`src/rtl/omsp_spm_key_sched_pkg.sv`:
```
// Shared definitions for the SM key load scheduler.
// Optional feature macro: OMSP_SPM_KEY_CLEAR_EN (zeroize the key slot on abort/timeout).
package omsp_spm_key_sched_pkg;

  localparam int unsigned WORD_BITS    = 16;
  localparam int unsigned KEY_BITS_DEF = 64;
  localparam int unsigned TIMEOUT_DEF  = 255;
  localparam int unsigned TO_CNT_W     = 8;

  typedef enum logic [2:0] {
    ST_IDLE = 3'd0,
    ST_REQ  = 3'd1,
    ST_LOAD = 3'd2,
    ST_FIN  = 3'd3,
    ST_CLR  = 3'd4
  } state_t;

  function automatic int unsigned key_words(input int unsigned key_bits);
    return key_bits / WORD_BITS;
  endfunction

  localparam int unsigned KEY_WORDS_DEF = key_words(KEY_BITS_DEF);

endpackage

```
`src/rtl/omsp_spm_key_sched.sv`:
```
// SM key load scheduler: starts key derivation, accepts key words over a
// valid/ready handshake and writes them one per cycle into the key array.
// Optional feature macro: OMSP_SPM_KEY_CLEAR_EN -- on abort/timeout the key
// slot is overwritten with zeros (CLR state) before returning to IDLE.
module omsp_spm_key_sched
  import omsp_spm_key_sched_pkg::*;
#(
  parameter int unsigned KEY_BITS     = KEY_BITS_DEF,
  parameter int unsigned KEY_IDX_SIZE = 2,
  parameter int unsigned TIMEOUT      = TIMEOUT_DEF
) (
  input  logic                    mclk,
  input  logic                    puc_rst_n,
  input  logic                    req_start,
  input  logic                    req_abort,
  output logic                    crypto_start,
  input  logic                    kw_valid,
  input  logic [15:0]             kw_data,
  output logic                    kw_ready,
  output logic                    write_key,
  output logic [15:0]             key_in,
  output logic [KEY_IDX_SIZE-1:0] key_idx,
  output logic                    busy,
  output logic                    done,
  output logic                    error
);

  localparam int unsigned               KEY_WORDS = key_words(KEY_BITS);
  localparam logic [KEY_IDX_SIZE-1:0]   LAST_IDX  = KEY_IDX_SIZE'(KEY_WORDS - 1);
  localparam logic [TO_CNT_W-1:0]       TO_LIMIT  = TO_CNT_W'(TIMEOUT);

`ifdef OMSP_SPM_KEY_CLEAR_EN
  localparam state_t FAIL_TGT = ST_CLR;
`else
  localparam state_t FAIL_TGT = ST_IDLE;
`endif

  state_t                  state_q, state_d;
  logic [KEY_IDX_SIZE-1:0] cnt_q, cnt_d;
  logic [TO_CNT_W-1:0]     to_q, to_d;
  logic                    err_q, err_d;
  logic                    wr_q, wr_d;
  logic [15:0]             key_in_q, key_in_d;
  logic [KEY_IDX_SIZE-1:0] key_idx_q, key_idx_d;
  logic                    xfer;

  // State and datapath registers, all cleared by the asynchronous reset
  always_ff @(posedge mclk or negedge puc_rst_n) begin
    if (!puc_rst_n) begin
      state_q   <= ST_IDLE;
      cnt_q     <= '0;
      to_q      <= '0;
      err_q     <= 1'b0;
      wr_q      <= 1'b0;
      key_in_q  <= '0;
      key_idx_q <= '0;
    end else begin
      state_q   <= state_d;
      cnt_q     <= cnt_d;
      to_q      <= to_d;
      err_q     <= err_d;
      wr_q      <= wr_d;
      key_in_q  <= key_in_d;
      key_idx_q <= key_idx_d;
    end
  end

  // Handshake: abort suppresses ready so a same-cycle word is never written
  always_comb begin
    kw_ready = (state_q == ST_LOAD) && !req_abort;
    xfer     = kw_valid && kw_ready;
  end

  // Next-state, counters and key array write staging
  always_comb begin
    state_d   = state_q;
    cnt_d     = cnt_q;
    to_d      = to_q;
    err_d     = err_q;
    wr_d      = 1'b0;
    key_in_d  = key_in_q;
    key_idx_d = key_idx_q;

    case (state_q)
      ST_IDLE: begin
        if (req_start && !req_abort) begin
          state_d = ST_REQ;
          err_d   = 1'b0;
          cnt_d   = '0;
          to_d    = '0;
        end
      end

      ST_REQ: begin
        if (req_abort) begin
          err_d   = 1'b1;
          cnt_d   = '0;
          state_d = FAIL_TGT;
        end else begin
          state_d = ST_LOAD;
        end
      end

      ST_LOAD: begin
        if (req_abort) begin
          err_d   = 1'b1;
          cnt_d   = '0;
          state_d = FAIL_TGT;
        end else if (xfer) begin
          wr_d      = 1'b1;
          key_in_d  = kw_data;
          key_idx_d = cnt_q;
          to_d      = '0;
          // last word holds the counter instead of wrapping it
          if (cnt_q == LAST_IDX) state_d = ST_FIN;
          else                   cnt_d   = cnt_q + 1'b1;
        end else if (to_q + 1'b1 == TO_LIMIT) begin
          err_d   = 1'b1;
          cnt_d   = '0;
          state_d = FAIL_TGT;
        end else begin
          to_d = to_q + 1'b1;
        end
      end

      ST_FIN: begin
        state_d = ST_IDLE;
      end

`ifdef OMSP_SPM_KEY_CLEAR_EN
      ST_CLR: begin
        wr_d      = 1'b1;
        key_in_d  = '0;
        key_idx_d = cnt_q;
        if (cnt_q == LAST_IDX) state_d = ST_IDLE;
        else                   cnt_d   = cnt_q + 1'b1;
      end
`endif

      default: begin
        state_d = ST_IDLE;
      end
    endcase
  end

  // Status outputs decoded from state; write port driven from registers
  always_comb begin
    crypto_start = (state_q == ST_REQ);
    done         = (state_q == ST_FIN);
    busy         = (state_q != ST_IDLE);
    error        = err_q;
    write_key    = wr_q;
    key_in       = key_in_q;
    key_idx      = key_idx_q;
  end

endmodule
```
`config.mk`:
```
export PLATFORM = sky130hd
export DESIGN_NAME = omsp_spm_key_sched
export DESIGN_NICKNAME = d
export VERILOG_FILES = /design/src/rtl/omsp_spm_key_sched_pkg.sv /design/src/rtl/omsp_spm_key_sched.sv
export SDC_FILE = /design/constraint.sdc
export NUM_CORES = 1
export LEC_CHECK = 0
export ABC_AREA = 1
export BUFFER_PORTS_ARGS = -buffer_cell sky130_fd_sc_hd__buf_2
export CELL_PAD_IN_SITES_DETAIL_PLACEMENT = 1
export CELL_PAD_IN_SITES_GLOBAL_PLACEMENT = 1
export CORE_ASPECT_RATIO = 1.2
export CORE_MARGIN = 2
export CORE_UTILIZATION = 30
export CTS_CLUSTER_SIZE = 12
export DETAILED_ROUTE_END_ITERATION = 12
export GPL_TIMING_DRIVEN = 0
export PLACE_DENSITY = 0.7
export SETUP_SLACK_MARGIN = 0.3
export SYNTH_ARGS = -nofsm -noshare
export SYNTH_HDL_FRONTEND = slang
export SYNTH_SLANG_ARGS = --single-unit
```
`constraint.sdc`:
```
create_clock -name mclk -period 2.1 [get_ports mclk]
set_input_delay 0 -clock mclk [delete_from_list [all_inputs] [get_ports mclk]]
set_output_delay 0 -clock mclk [all_outputs]
set_load 0.03 [all_outputs]
```
## Word level (Yosys, flattened, before mapping)

Cells that the tools add are included.

| storage, ports and cells | value |
|---|---|
| flip-flop bits (word level) | 33 |
| logic and storage cells | 65 |

| cells by class | value |
|---|---|
| $add $sub $neg | 2 |
| equality and inequality tests | 14 |
| multiplexer cells | 28 |
| bitwise logic cells | 1 |
| reduce and logical (&&, ||, !) cells | 13 |

Operator list:

| kind | count |
|---|---|
| 8-bit two-way mux | 4 |
| 8-bit one-hot mux with 2 select lines | 1 |
| 3-bit two-way mux | 5 |
| 2-bit two-way mux | 7 |
| 5-bit AND reduction | 2 |
| 3-bit one-hot mux with 3 select lines | 1 |
| 8-bit by 1-bit adder with 8-bit output, second input constant | 1 |
| 8-bit == test, second input constant | 1 |
| 1-bit two-way mux | 8 |
| 4-bit by 3-bit inequality test with 1-bit output, second input constant | 2 |
| 3-bit by 2-bit == test with 1-bit output, second input constant | 2 |
| 2-bit inequality test, second input constant | 3 |
| 3-bit inequality test, second input constant | 2 |
| 2-bit one-hot mux with 3 select lines | 1 |
| 3-bit AND reduction | 2 |
| 3-bit nonzero test | 2 |
| 4-bit inequality test, second input constant | 1 |
| 4-bit AND reduction | 1 |
| 3-bit by 1-bit == test with 1-bit output, second input constant | 1 |
| 1-bit logical AND | 3 |
| 3-bit logical NOT | 1 |
| 3-bit by 2-bit inequality test with 1-bit output, second input constant | 1 |
| 1-bit one-hot mux with 3 select lines | 1 |
| 2-bit by 1-bit adder with 2-bit output, second input constant | 1 |
| 4 further kinds | 4 |

## Logic depth before layout (Yosys ltp)

Gate-level depths: netlist of run 1.

| depth | value |
|---|---|
| depth after elaboration | 6 |
| depth in mapped cells | 11 |

## Worst setup path after synthesis of run 1

Ideal clock, no wire load.

| path | value |
|---|---|
| path kind | reg-to-reg |
| from | register state_q[0] |
| to | register cnt_q[0] |
| arrival time | 1.507 ns |
| data required time | 1.983 ns |
| path slack | 0.476 ns |
| cell stages (with the launch flop) | 10 |
| buffers on the path | 1 |
| clock period less this slack | 1.624 ns |
| path through | dfrtp_1 -> inv_1 -> ha_1 -> nand2_1 -> nor2_1 -> buf_2 -> a311oi_1 -> nand2_2 -> nand2_1 -> nand2_1 |

| on the way | value |
|---|---|
| word-level cells in the longest chain between the ends | 6 |
| elaborated cells between the ends (all ways) | 14 |
| those cells by class | eq/ne: 6; mux: 3; reduce/logical: 5 |

Ends and longest elaborated chain:

| what | line | source |
|---|---|---|
| from (decl) | omsp_spm_key_sched.sv:38 | `state_t state_q, state_d;` |
| from (signal assigned) | omsp_spm_key_sched.sv:58 | `state_q <= state_d;` |
| 3-bit by 2-bit == test with 1-bit output | omsp_spm_key_sched.sv:70, omsp_spm_key_sched.sv:84 |  |
| 1-bit logical AND | omsp_spm_key_sched.sv:70 | `kw_ready = (state_q == ST_LOAD) && !req_abort;` |
| 1-bit logical AND | omsp_spm_key_sched.sv:71 | `xfer = kw_valid && kw_ready;` |
| 2-bit two-way mux | omsp_spm_key_sched.sv:109 | `end else if (xfer) begin` |
| 2-bit two-way mux | omsp_spm_key_sched.sv:105 | `if (req_abort) begin` |
| 2-bit one-hot mux with 3 select lines | omsp_spm_key_sched.sv:84 | `case (state_q)` |
| to (signal assigned) | omsp_spm_key_sched.sv:59 | `cnt_q <= cnt_d;` |
| to (decl) | omsp_spm_key_sched.sv:39 | `logic [KEY_IDX_SIZE-1:0] cnt_q, cnt_d;` |

Several ways; a longest one is shown, not always the timed one.
A chain may end at the register's enable or synchronous reset.

## Worst setup path after layout of run 1

| path | value |
|---|---|
| from | register to_q[0] |
| to | register cnt_q[0] |

| on the way | value |
|---|---|
| word-level cells in the longest chain between the ends | 4 |

Ends and longest elaborated chain:

| what | line | source |
|---|---|---|
| from (decl) | omsp_spm_key_sched.sv:40 | `logic [TO_CNT_W-1:0] to_q, to_d;` |
| from (signal assigned) | omsp_spm_key_sched.sv:60 | `to_q <= to_d;` |
| 8-bit by 1-bit adder with 8-bit output | omsp_spm_key_sched.sv:117 | `end else if (to_q + 1'b1 == TO_LIMIT) begin` |
| 8-bit == test | omsp_spm_key_sched.sv:117 |  |
| 4-bit by 3-bit inequality test with 1-bit output (no source line) | n/a |  |
| 5-bit AND reduction (no source line) | n/a |  |

Every way passes these cells.

==> results of run 1 <==
==> final timing paths <==
path,endpoint,slack (ns)
worst min-delay path,cnt_q[1],0.14
min in group asynchronous,to_q[5],0.30
worst max register to register,cnt_q[0],0.36
worst min register to register,key_in[15],0.47
worst max-delay path,cnt_q[0],0.36
max in group asynchronous,to_q[0],1.34
==> worst max-delay path, stage by stage, from the launching register on <==
cell     delay (ns)
dfrtp_1        0.43
ha_2           0.23
nand2_1        0.07
inv_1          0.06
nor2_2         0.13
nand3_2        0.11
nor2_4         0.18
nand3_4        0.11
nand3_4        0.11
nand2_2        0.07
nand2_1        0.08
nand2_1        0.06
==> final cells by class <==
type / instances / area (um^2)
inverter: 18 / 67.56
sequential: 32 / 800.8
tap: 62 / 77.57
clock buffer: 5 / 68.82
clock inverter: 3 / 46.29
multi-input combinational: 153 / 830.8
fill: 636 / 2932
timing repair buffer: 69 / 450.4
buffer: 4 / 23.77
==> cell families after synthesis <==
logic type,share of synthesized area
simple gates,0.3567
flops,0.4878
buf+inv,0.05183
compound gates,0.05031
fa+ha+maj,0.05335
==> synthesized netlist by cell type, types with 2 or more instances <==
master,instances
dfrtp_1,32
clkbuf_1,2
a21oi_1,3
nand3_1,10
ha_1,7
nand2_2,3
buf_2,2
nor2_2,3
nand2_1,96
nor2_1,9
inv_1,17
o21ai_0,2
nand3_2,3
o21ai_1,6
==> layer usage <==
| metal | global-route usage | part of all wire |
|---|---|---|
| met1 | 0.1812 | 0.42 |
| met2 | 0.2837 | 0.52 |
| met3 | 0.04394 | 0.049 |
| met4 | 0.06690 | 0.017 |
| met5 | 0 | 0 |
==> power by group <==
part / switching, mW / internal (mW) / leakage, nW
Clock: 0.257 / 0.357 / 0.0548
Combinational: 0.856 / 0.417 / 0.791
Sequential: 0.110 / 0.798 / 0.419
Total: 1.22 / 1.57 / 1.26
==> flip-flops by register name, indices dropped and copies added (netlist names) <==
| register | cells |
|---|---|
| write_key | 1 |
| key_in | 16 |
| state_q | 2 |
| to_q | 8 |
| cnt_q | 2 |
| error | 1 |
| key_idx | 2 |
==> through the flow <==
stage | area (um^2) | setup slack, ns | hold slack [ns]
6_report | 2366 | 0.3617 | 0.1448
4_1_cts | 2243 | 0.2652 | 0.1326
3_3_place_gp | 1939 | 0.2367 | 0.1076
5_1_grt | 2366 | 0.2832 | 0.1786
2_1_floorplan | 1642 | 0.4761 | -0.2956
3_5_place_dp | 1939 | 0.2041 | 0.09910
==> timing repair <==
item | 4_1_cts | 5_1_grt
pin swaps | 0 | 2
gates resized for setup | 3 | 17
hold buffers | 17 | 0
hold endpoints to repair | 48 | 0
setup endpoints to repair | 3 | 32
gates cloned | 0 | 1
buffers inserted | 0 | 8
==> key figures, run 1 <==
Route
  • Wire per inst: 13.49 um
  • Routed vias/inst: 4.630
  • 1st-iter DRT viols: 57
  • First-pass DRT Iterations: 4
  • Drt total wl: 4.668 mm
  • Vias: 1602
  • Antenna-violating nets left: 0
  • Post-route DRC violation count: 0

STA
  • Fin Clk Skew: 0.005308 ns
  • Pins Over Slew Limit: 0
  • Peak Freq: 575.3 MHz
  • Final Setup Violations: 0
  • RSZ-0062 raised after global routing: false
  • Slew Limit Headroom: 0.5216
  • Period minus WS final: 1.738 ns
  • Period utilization: 0.8278
  • Worst-Margin Slew: 0.7176 ns
  • Total negative slack: 0 ns
  • Final number of hold-violating endpoints: 0

Global routing
  • Total grt overflow: 0
  • Largest net degree at the start of global routing: 33
  • Vias in the first global route: 1713
  • First-pass GRT wire length: 7.672 mm
  • Antenna violations before repair: 0
  • GRT Total Usage: 0.1611

Placed design
  • Final HPWL DP: 2.981 mm
  • Placed cell count: 312
  • Port bufs: 44
  • RD Place Congestion: 0.7428

Finish
  • N_diodes: 0
  • Final std cells w/o fill: 346
  • Final core utilization: 0.4466
  • Most frequent cells in the layout: nand2_1 (94), buf_2 (44), dfrtp_1 (32), dlygate4sd3_1 (17), inv_1 (16)
  • # nets final: 311
  • Share of cells above drive strength 1: 0.3134
  • Commonest non-fill, non-tap cell in the layout: nand2_1
  • Synth-to-Final Area Change: 44.13%

Clock tree
  • Clock buffer depth: 2
  • Clk pin slew, worst setup/hold paths: 0.07 ns
  • CTS Root Cell: clkbuf_8
  • CTS tree: done
  • Insertion delay to the later sink of the worst-skew pair: 0.29 ns
  • Cts bufs inserted: 5
  • Clock Sink Count: 32
  • H-tree depth: 2

Pwr
  • Total power: 2.796 mW
  • Max rail drop VDD: 0.0006664 V
  • Leak: 1.265 nW
  • PD cells: 1182 nW/um^2

Floorplanning
  • IO Pins: 45
  • Die width: 71.53 um
  • Die height: 85.03 um
  • Core ar.: 5298 um^2
  • Row Count: 29
  • Die area: 6082 um^2
  • Starting Density: 0.3099

Logic synthesis
  • Gate Count Post-Synth: 206
  • Syn nets: 234
  • Area share of the largest cell type after synthesis: 0.4878
  • Cell area after synthesis: 1642 um^2
  • Synth Warn #: 0
  • Post-synth cell types: 25
  • Leading area contributor after synthesis: dfrtp_1
  • Post-synthesis async set-or-reset flop share: 1.000
  • Post-synthesis sequential area ratio: 0.4878
  • Average size of a mapped cell: 7.969 um^2
  • #FFs+latches synth: 32
  • Number of flops mapped to enable cells by yosys: 0
  • Ranking of synthesized cells by area: dfrtp_1 (49%), nand2_1 (22%), ha_1 (5.3%)
  • Primary FF master, synth: dfrtp_1

Min path
  • WHS Path Cells: 5
  • HP Class: in -> reg
  • Worst Min Path Start: kw_valid

Worst setup path
  • Crit-path max FO: 6
  • Worst Setup End Kind: flop
  • Worst Path Required: 2.28 ns
  • R2R Path Start: to_q[0]
  • Critical path startpoint category: flop
  • Origin of the worst setup path: to_q[0]
  • Length in cells of the worst reg-to-reg path: 11
  • Crit path kind: reg -> reg
  • Worst Path Arrival: 1.92 ns

Job
  • Max Cap Viol: 0

Outcome
  • Status: finished clean
No activity file was read; power rests on OpenSTA's default activity.
==> run 2, diff against run 1 <==
PLACE_DENSITY = 0.72   (was 0.7)
clock period = 1.57 ns   (was 2.1 ns; I/O delays follow)
==> run 2 against run 1 <==
Effect of this change:
- the run now ends with negative setup slack left
- highest routed layer unchanged
- sequential power up 43%
- combinational power grew 52%
- count of clock-buffer cells in the layout rose by 1
- fmax up 4.5%
- global-route usage increased by 0.41 points
==> key figures, run 2 (synthesis results as in run 1) <==
Outcome
  • Status: complete, but fails checks (was finished clean)
  • Failing checks: negative setup slack

Route
  • 1st-iter DRT viols: 76 (was 57)
  • Routed vias/inst: 4.737 (was 4.630)
  • Wire per inst: 14.67 um (was 13.49 um)
  • Drt total wl: 5.134 mm (was 4.668 mm)
  • Antenna-violating nets left: 0 (unchanged)
  • Vias: 1658 (was 1602)
  • Post-route DRC violation count: 0 (unchanged)
  • First-pass DRT Iterations: 4 (unchanged)

STA
  • Fin Clk Skew: 0.003058 ns (was 0.005308 ns)
  • Fin Hold WS: 0.1798 ns (was 0.1448 ns)
  • Final Setup Violations: 12 (was 0)
  • RSZ-0062 raised after global routing: true (was false)
  • Period minus WS final: 1.664 ns (was 1.738 ns)
  • Pins Over Slew Limit: 0 (unchanged)
  • Period utilization: 1.060 (was 0.8278)
  • Final number of hold-violating endpoints: 0 (unchanged)
  • Final WS setup: -0.09361 ns (was 0.3617 ns)
  • Worst-Margin Slew: 0.7294 ns (was 0.7176 ns)
  • Peak Freq: 601.1 MHz (was 575.3 MHz)
  • Slew Limit Headroom: 0.5137 (was 0.5216)

Floorplanning
  • Die width: 71.53 um (unchanged)
  • Row Count: 29 (unchanged)
  • Die height: 85.03 um (unchanged)
  • Starting Density: 0.3099 (unchanged)
  • IO Pins: 45 (unchanged)
  • Die area: 6082 um^2 (unchanged)
  • Core ar.: 5298 um^2 (unchanged)

Clock tree
  • Cts bufs inserted: 5 (unchanged)
  • Clk pin slew, worst setup/hold paths: 0.06 ns (was 0.07 ns)
  • CTS Root Cell: clkbuf_8 (unchanged)
  • CTS tree: done (unchanged)
  • Clock Sink Count: 32 (unchanged)
  • Insertion delay to the later sink of the worst-skew pair: 0.28 ns (was 0.29 ns)
  • H-tree depth: 2 (unchanged)
  • Clock buffer depth: 2 (unchanged)

Finish
  • Synth-to-Final Area Change: 61.51% (was 44.13%)
  • # nets final: 316 (was 311)
  • Commonest non-fill, non-tap cell in the layout: nand2_1 (unchanged)
  • Share of cells above drive strength 1: 0.4757 (was 0.3134)
  • Number of flip-flops in the largest register: 16 (unchanged)
  • Most frequent cells in the layout: nand2_1 (62), buf_2 (41), dfrtp_1 (31), nand2_2 (26), dlygate4sd3_1 (17) (was nand2_1 (94), buf_2 (44), dfrtp_1 (32), dlygate4sd3_1 (17), inv_1 (16))
  • Final core utilization: 0.5005 (was 0.4466)
  • N_diodes: 0 (unchanged)

Pwr
  • Leak: 1.324 nW (was 1.265 nW)
  • Total power: 3.834 mW (was 2.796 mW)
  • PD cells: 1446 nW/um^2 (was 1182 nW/um^2)
  • Max rail drop VDD: 0.0008384 V (was 0.0006664 V)

Worst setup path
  • Critical path startpoint category: flop (unchanged)
  • Worst Path Required: 1.75 ns (was 2.28 ns)
  • Worst Path Arrival: 1.84 ns (was 1.92 ns)
  • R2R setup slack: -0.09 ns (was 0.36 ns)
  • Crit-path max FO: 6 (unchanged)
  • Worst Setup End Kind: flop (unchanged)
  • Crit path kind: reg -> reg (unchanged)

Global routing
  • Antenna violations before repair: 0 (unchanged)
  • Total grt overflow: 0 (unchanged)
  • First-pass GRT wire length: 7.955 mm (was 7.672 mm)
  • Vias in the first global route: 1707 (was 1713)
  • Largest net degree at the start of global routing: 33 (unchanged)
  • GRT Total Usage: 0.1652 (was 0.1611)

Job
  • Max Cap Viol: 0 (unchanged)

Min path
  • HP Class: in -> reg (unchanged)

Placed design
  • RD Place Congestion: 0.7979 (was 0.7428)
  • Final HPWL DP: 3.141 mm (was 2.981 mm)
  • Port bufs: 44 (unchanged)
-- run 2: final cells by class --
cell class	count	area, um^2
plain buffers	4	52.55
clock inverters	1	5.005
multi-input cells	153	1025
well taps	62	77.57
fillers	626	2646
clock buffers	6	72.57
inverters	18	67.56
flip-flops and latches	32	802.0
repair buffers	74	549.3
-- run 2: stage by stage --
stage | worst slack, ns | area (um^2) | instances | TNS, ns
CTS | -0.04501 | 2350 | 344 | -0.3766
floorplan | 0.05898 | 1687 | 206 | 0
global route | -0.1820 | 2651 | 350 | -1.780
finish | -0.09361 | 2651 | 350 | -0.6087
detailed placement | -0.1614 | 1984 | 312 | -1.883
global placement | -0.1357 | 1984 | 312 | -1.302
-- run 2: worst paths after layout --
check,from,to,cells past startpoint
setup / recovery,to_q[0],cnt_q[1],11
hold / removal,kw_valid,state_q[1],5
setup reg to reg,to_q[0],cnt_q[1],11
hold reg to reg,key_in[14],key_in[14],2
max in group asynchronous,puc_rst_n,to_q[2],2
min in group asynchronous,puc_rst_n,key_in[15],2
-- run 2: critical path, stage by stage, from the launching register on --
cell and delay (ns):
dfrtp_1 0.43, ha_4 0.20, nand2_2 0.08, inv_2 0.06
nor2_4 0.10, nand3_2 0.10, nor2_4 0.16, nand3_4 0.12
nand3_4 0.11, nand2_2 0.07, nand2_2 0.08, nand2_2 0.04
-- run 2: report_power, final --
part | internal (mW) | leakage (nW) | switching (mW)
combinational | 0.710 | 0.865 | 1.23
sequential | 1.07 | 0.417 | 0.230
clock | 0.301 | 0.0410 | 0.300
total | 2.08 | 1.32 | 1.75
-- run 2: repair_timing --
| item | in CTS | in global routing |
|---|---|---|
| resized for setup | 16 | 73 |
| pin swaps | 12 | 19 |
| cloned | 1 | 2 |
| hold endpoints to repair | 48 | 0 |
| setup endpoints to repair | 34 | 35 |
| hold buffers | 17 | 0 |
| setup buffers | 7 | 4 |
-- run 2: routing by layer --
layer / vias to the layer above / global-route usage / routed length [um]
met5: - / 0 / 0
met4: 0 / 0.04631 / 93
met3: 8 / 0.04038 / 183
met2: 32 / 0.2955 / 2848
met1: 807 / 0.1947 / 2009
li1: 811 / - / -
